--- src/rtl/serial_adder_acc_if.sv ---
// Operand/result handshake bundle for the bit-serial adder/accumulator.
// Latency: none, signal grouping only.
// Backpressure: in_valid/in_ready on the operand side, out_valid/out_ready on the result side.
interface serial_adder_acc_if #(
    parameter int WIDTH = 8
);
    logic             in_valid;
    logic             in_ready;
    logic [WIDTH-1:0] a;
    logic [WIDTH-1:0] b;
    logic             mode;
    logic             clear_acc;
    logic             out_valid;
    logic             out_ready;
    logic [WIDTH-1:0] sum;
    logic             cout;
    logic             ovf;
    logic             busy;

    modport master (
        output in_valid, a, b, mode, clear_acc, out_ready,
        input  in_ready, out_valid, sum, cout, ovf, busy
    );

    modport slave (
        input  in_valid, a, b, mode, clear_acc, out_ready,
        output in_ready, out_valid, sum, cout, ovf, busy
    );
endinterface

--- src/rtl/serial_adder_acc.sv ---
// Bit-serial LSB-first adder with optional running-sum accumulator, one full-adder cell plus carry flop.
// Latency: out_valid rises WIDTH clocks after the accept edge; one result per WIDTH+2 clocks back-to-back.
// Backpressure: in_ready only in IDLE; the result is held in DONE until out_ready.
module serial_adder_acc #(
    parameter int WIDTH = 8
) (
    input  logic              clk,
    input  logic              rst,
    serial_adder_acc_if.slave io
);
    localparam int CW = (WIDTH > 1) ? $clog2(WIDTH) : 1;
    localparam logic [CW-1:0] LAST = CW'(WIDTH - 1);

    typedef enum logic [1:0] {
        IDLE = 2'd0,
        RUN  = 2'd1,
        DONE = 2'd2
    } state_t;

    state_t           state, state_nxt;
    logic [WIDTH-1:0] a_sh, b_sh;
    logic [WIDTH-2:0] res_sh;
    logic [WIDTH-1:0] res_nxt;
    logic [WIDTH-1:0] acc;
    logic [WIDTH-1:0] sum_q;
    logic [CW-1:0]    cnt;
    logic             carry, carry_nxt, bit_s;
    logic             mode_q, cout_q, ovf_q;
    logic             accept, last;

    assign accept    = (state == IDLE) && io.in_valid;
    assign last      = (state == RUN) && (cnt == LAST);
    assign bit_s     = a_sh[0] ^ b_sh[0] ^ carry;
    assign carry_nxt = (a_sh[0] & b_sh[0]) | (carry & (a_sh[0] ^ b_sh[0]));
    assign res_nxt   = {bit_s, res_sh};

    always_ff @(posedge clk or posedge rst) begin
        if (rst) state <= IDLE;
        else     state <= state_nxt;
    end

    always_comb begin
        state_nxt = state;
        case (state)
            IDLE:    if (io.in_valid) state_nxt = RUN;
            RUN:     if (cnt == LAST) state_nxt = DONE;
            DONE:    if (io.out_ready) state_nxt = IDLE;
            default: state_nxt = IDLE;
        endcase
    end

    always_ff @(posedge clk or posedge rst) begin
        if (rst) begin
            a_sh   <= '0;
            b_sh   <= '0;
            res_sh <= '0;
            carry  <= 1'b0;
            cnt    <= '0;
            mode_q <= 1'b0;
            sum_q  <= '0;
            cout_q <= 1'b0;
            ovf_q  <= 1'b0;
        end else if (accept) begin
            a_sh   <= io.a;
            b_sh   <= io.mode ? acc : io.b;
            mode_q <= io.mode;
            carry  <= 1'b0;
            cnt    <= '0;
        end else if (state == RUN) begin
            a_sh   <= a_sh >> 1;
            b_sh   <= b_sh >> 1;
            res_sh <= res_nxt[WIDTH-1:1];
            carry  <= carry_nxt;
            cnt    <= cnt + 1'b1;
            // carry still holds the carry into the MSB on the final bit
            if (last) begin
                sum_q  <= res_nxt;
                cout_q <= carry_nxt;
                ovf_q  <= carry ^ carry_nxt;
            end
        end
    end

    // Clear wins over a coincident accumulate; an operation in flight already latched its B.
    always_ff @(posedge clk or posedge rst) begin
        if (rst)                 acc <= '0;
        else if (io.clear_acc)   acc <= '0;
        else if (last && mode_q) acc <= res_nxt;
    end

    assign io.in_ready  = (state == IDLE) && !rst;
    assign io.busy      = (state != IDLE);
    assign io.out_valid = (state == DONE);
    assign io.sum       = sum_q;
    assign io.cout      = cout_q;
    assign io.ovf       = ovf_q;
endmodule

--- src/flat_wrapper.sv ---
// flat-port wrapper written by rule: the top's interface ports become plain ports
module serial_adder_acc_flat 
#(
    parameter int WIDTH = 8
)
  (clk, rst, io_in_valid, io_a, io_b, io_mode, io_clear_acc, io_out_ready, io_in_ready, io_out_valid, io_sum, io_cout, io_ovf, io_busy);
  serial_adder_acc_if #(.WIDTH(WIDTH)) io_i ();
  input  logic clk;
  input  logic rst;
  input wire logic [$bits(io_i.in_valid)-1:0] io_in_valid;
  input wire logic [$bits(io_i.a)-1:0] io_a;
  input wire logic [$bits(io_i.b)-1:0] io_b;
  input wire logic [$bits(io_i.mode)-1:0] io_mode;
  input wire logic [$bits(io_i.clear_acc)-1:0] io_clear_acc;
  input wire logic [$bits(io_i.out_ready)-1:0] io_out_ready;
  output wire logic [$bits(io_i.in_ready)-1:0] io_in_ready;
  output wire logic [$bits(io_i.out_valid)-1:0] io_out_valid;
  output wire logic [$bits(io_i.sum)-1:0] io_sum;
  output wire logic [$bits(io_i.cout)-1:0] io_cout;
  output wire logic [$bits(io_i.ovf)-1:0] io_ovf;
  output wire logic [$bits(io_i.busy)-1:0] io_busy;
  assign io_i.in_valid = io_in_valid;
  assign io_i.a = io_a;
  assign io_i.b = io_b;
  assign io_i.mode = io_mode;
  assign io_i.clear_acc = io_clear_acc;
  assign io_i.out_ready = io_out_ready;
  assign io_in_ready = io_i.in_ready;
  assign io_out_valid = io_i.out_valid;
  assign io_sum = io_i.sum;
  assign io_cout = io_i.cout;
  assign io_ovf = io_i.ovf;
  assign io_busy = io_i.busy;
  serial_adder_acc #(.WIDTH(WIDTH)) u_core (.clk(clk), .rst(rst), .io(io_i));
endmodule
--- config.mk ---
export PLATFORM = sky130hd
export DESIGN_NAME = serial_adder_acc_flat
export DESIGN_NICKNAME = d
export VERILOG_FILES = /design/src/rtl/serial_adder_acc_if.sv /design/src/rtl/serial_adder_acc.sv /design/src/flat_wrapper.sv
export SDC_FILE = /design/constraint.sdc
export NUM_CORES = 1
export LEC_CHECK = 0
export ABC_AREA = 1
export CAP_MARGIN = 20
export CORE_MARGIN = 2
export CORE_UTILIZATION = 55
export CTS_BUF_LIST = sky130_fd_sc_hd__clkbuf_2 sky130_fd_sc_hd__clkbuf_4 sky130_fd_sc_hd__clkbuf_8
export DETAILED_ROUTE_END_ITERATION = 6
export PLACE_DENSITY = 0.88
export SYNTH_ARGS = -nofsm -noshare
export SYNTH_HDL_FRONTEND = slang
export SYNTH_SLANG_ARGS = --single-unit
--- constraint.sdc ---
create_clock -name clk -period 1.86 [get_ports clk]
set_clock_uncertainty 0.15 [all_clocks]
set_input_delay 0.186 -clock clk [delete_from_list [all_inputs] [get_ports clk]]
set_output_delay 0.186 -clock clk [all_outputs]
set_load 0.02 [all_outputs]
### Word-level counts from Yosys, hierarchy flattened

Cells that the tools add are included.

* register bits: 48
* input bits: 22
* output and inout port bits: 13
* word-level logic and storage cells: 52

* $add $sub $neg: 1
* eq/ne operators: 6
* muxes and demuxes: 15
* bitwise gates (word level): 7
* reduce and logical (&&, ||, !) cells: 12

Operators by type and width (count)
* 2-to-1 mux 8 bit: 7
* 2-to-1 mux 2 bit: 3
* 2-to-1 mux 3 bit: 2
* case mux 2 bit (3 select lines): 1
* AND reduction 3 bit: 2
* nonzero test 2 bit: 3
* logical AND 1 bit: 4
* inequality test 2 bit (second input constant): 2
* adder 3 x 1 -> 3 bit (second input constant): 1
* == test 3 bit (second input constant): 1
* bitwise XOR 1 bit: 3
* bitwise AND 1 bit: 2
* == test 2 x 1 -> 1 bit (second input constant): 1
* == test 2 bit (second input constant): 1
* logical NOT 2 bit: 1
* 2-to-1 mux 1 bit: 2
* inequality test 2 x 1 -> 1 bit (second input constant): 1
* AND reduction 2 bit: 1
* logical NOT 1 bit: 1
* NOT 1 bit: 1
* OR 1 bit: 1

### Logic depth before layout (Yosys ltp)

* word-level depth: 5
* gate-level depth with buffers: 6
* gate-level depth less buffers: 6

### Worst setup path before layout

Ideal clock, no wire load.

* path type: reg-to-reg
* from: register u_core.cnt[0]
* to: register u_core.acc[7]
* library setup time: 0.117 ns
* data arrival time: 1.156 ns
* data required time: 1.593 ns
* setup slack: 0.436 ns
* cell stages (with the launch flop): 7
* buffers on the path: 0
* clock period less this slack: 1.424 ns
* path through: dfrtp_1 ha_1 ha_1 nand4_2 nand2_2 nand2_1 nand2_1

* word-level cells in the longest chain between the ends: 4

Ends and longest elaborated chain
* start, declared: line serial_adder_acc.sv:26 `logic [CW-1:0] cnt;`
* start signal, assigned: line serial_adder_acc.sv:74 `cnt <= cnt + 1'b1;`
* == test 3 bit: line serial_adder_acc.sv:32 `assign last = (state == RUN) && (cnt == LAST);`
* logical AND 1 bit: line serial_adder_acc.sv:32
* logical AND 1 bit: line serial_adder_acc.sv:88 `else if (last && mode_q) acc <= res_nxt;`
* nonzero test 2 bit (no line)
* end signal, assigned: line serial_adder_acc.sv:88
* end, declared: line serial_adder_acc.sv:24 `logic [WIDTH-1:0] acc;`

Every way passes these cells.
A chain may end at the register's enable or synchronous reset.

### Final worst setup path

* from: register u_core.state[1]
* to: output io_in_ready

* word-level cells in the longest chain between the ends: 2

Ends and longest elaborated chain
* start, declared: line serial_adder_acc.sv:20 `state_t state, state_nxt;`
* start signal, assigned: line serial_adder_acc.sv:39 `else state <= state_nxt;`
* logical NOT 2 bit: line serial_adder_acc.sv:91 `assign io.in_ready = (state == IDLE) && !rst;`
* logical AND 1 bit: line serial_adder_acc.sv:91
* end, declared: line flat_wrapper.sv:16 `output wire logic [$bits(io_i.in_ready)-1:0] io_in_ready;`

Every way passes these cells.

==> run metrics <==
status=finished, final reports clean; Clk Latency, worst-skew pair=300 ps; Post-DRT Antenna Nets=0; Post-CTS Hold Buffers=0; Post-synth EDFFs=0; cell with the most instances after synthesis=nand2_1; Rel. slew slack=68.98%; commonest cells in the synthesized netlist=116 x nand2_1, 48 x dfrtp_1, 23 x nand3_1, 12 x o21ai_0, 11 x inv_1; LEAKAGE=1.342 nW; path type of the worst setup path=flip-flop to output pin; Clock transition at path regs=90 ps; Synthesized Nets=279; power density over the cells=1428 mW/mm2; max incr delay on CP=420 ps; CP endpoint kind=output pin; Crit path max-delay family=buffers and inverters; Filler cells=286; Fmax=603.9 MHz; Longest Clk Path Bufs=2; peak supply drop=785.9 uV; Yosys reg bits=48; area of the core=0.003689 mm2; drt pass-1 iters=4; critical path, cell by cell=inv_2 -> nand2_1 -> nor2_1 -> dlygate4sd2_1; final WL=4328 um; Data required, critical path=1520 ps; die width=66.14 um; CP max FO=6; asr flop ratio synth=100.0%; PortBufs=34; placed wire-length estimate=3048 um; final net count=316; Post-CTS Setup Bufs=0; syn_area_per_cell=8.359 um2; metal1 wirelength=1884 um; Overflow after GRT=0; Fin Setup TNS=0 ps; Slew Limit Fails=0; CTS tree=built; # setup viols final=0; CTS sink cnt=48; wire length per cell=12.73 um; initial antenna violation count=0; Ant. Diodes=0; slowest CP cell=dfrtp_1; largest net degree at the start of global routing=38; Mapped Area=0.002123 mm2; Hold Fails Final Rpt=0; WP data arrival=1320 ps; top sig layer=met4; CTS buffer count=5; Synth area leader=dfrtp_1; Ys Warns=0; Layout area overhead=24.04%; vias per cell=5.165; # H-tree levels=2; Placer Congestion=0.7938; total of max-cap violations=0; Tmin final=1656 ps; Iter 0 DRT Violations=160; I/O pin cnt=35; Seq/Total Area, Yosys=56.57%; slack of the worst reg-to-reg path=230 ps; top cell type's share of synthesized area=56.57%; Rows=22; RSZ-0062 raised after global routing=false; wire length on met2=2129 um; Initial Util=57.56%; worst slew pin tran=462.5 ps; Worst Hold Class=input port to async pin; die area=0.004374 mm2; crit path launch type=flip-flop; gr usage total=23.29%; DP Cell Count=332; critical path buffer and inverter count=2; Via Count=1756; first-pass GRT wire length=7562 um; metal3 WL=252 um; vias in the first global route=1653; Root Driver=clkbuf_8; synth top area cells=dfrtp_1 57%, nand2_1 21%, nand3_1 5.4%; die height=66.14 um; drc violations=0; share of layout cells above drive strength 1=7.534%; cell count after synthesis=254; Final Cycle Share=89.03%; Primary FF master, synth=dfrtp_1; synth unique cells=18; Non-Filler Instances=340
==> cell usage in the layout (no fill, tap or decap), types with 2 or more instances in the layout <==
cell / netlist / routed
o21ai_0: 12 / 11
dfrtp_1: 48 / 47
clkbuf_8: 0 / 5
ha_1: 2 / 2
clkdlybuf4s50_1: 0 / 31
inv_1: 11 / 10
inv_2: 4 / 4
clkinv_1: 2 / 3
o21ai_1: 10 / 11
nand2_1: 116 / 116
dlymetal6s2s_1: 0 / 2
buf_4: 0 / 5
nor2_1: 10 / 10
nand3_1: 23 / 23
clkinv_4: 0 / 2
==> layer usage <==
metal,up-vias,track usage [%]
met3,7,5.281
met5,-,0
met2,49,36.75
met4,0,7.653
li1,864,-
met1,836,31.96
==> power by group <==
part           switching, mW  internal, mW
clock network          0.358         0.405
logic                  0.815         0.544
registers              0.221          1.42
==> worst reg2reg max path: stages, from the launching register on <==
cell	delay, ps
dfrtp_1	410
ha_1	200
ha_1	210
nand4_2	230
nand2_2	170
nand2_1	110
nand2_1	50
==> state kept, by name, indices dropped and copies added (netlist names) <==
register / flops
u_core.a_sh: 8
u_core.acc: 8
u_core.b_sh: 8
u_core.io.sum: 8
u_core.res_sh: 7
u_core.cnt: 3
u_core.state: 2
u_core.carry: 1
u_core.io.cout: 1
u_core.io.ovf: 1
u_core.mode_q: 1
==> final timing paths <==
kind / cells after the start / start / to
max: 4 / u_core.state[1] / io_in_ready
min: 2 / rst / u_core.io.cout
max reg2reg: 6 / u_core.cnt[0] / u_core.acc[0]
min reg2reg: 2 / u_core.cnt[1] / u_core.cnt[1]
max in group asynchronous: 3 / rst / u_core.state[0]
min in group clk: 3 / io_a[7] / u_core.a_sh[7]
==> cell type report <==
class | count | area (um2) | area share (%)
clock buffers | 5 | 68.82 | 2.613
clock inverters | 3 | 47.55 | 1.805
inverters | 17 | 63.81 | 2.423
multi-input cells | 179 | 789.5 | 29.98
flip-flops and latches | 48 | 1202 | 45.65
well taps | 48 | 60.06 | 2.280
repair buffers | 40 | 401.6 | 15.25
==> cell families (layout without fill, tap and decap cells) <==
logic type,Yosys count,after routing,synth area share [%]
simple gates,152,152,29.11
buf+inv,27,65,6.246
flops,48,48,56.57
fa+ha+maj,3,3,2.121
compound gates,23,23,5.540
xor+xnor,1,1,0.4126
==> stage by stage <==
step	hold slack (ps)	setup slack, ps	power, mW	cell area (um2)	utilization, %
after floorplan	132.1	379.5	2.552	2123	-
after global placement	306.0	219.0	2.925	2512	68.11
after detailed placement	315.6	213.2	3.005	2512	68.11
after CTS	34.25	1.321	3.779	2628	71.23
after global routing	42.38	115.1	4.039	2634	71.40
final	19.34	204.1	3.761	2634	71.40
==> what timing repair did <==
action,4_1_cts,5_1_grt
hold endpoints to repair,0,0
resized for setup,1,3
endpoints found under the setup margin,1,2
Power figures use the tool's default switching activity.
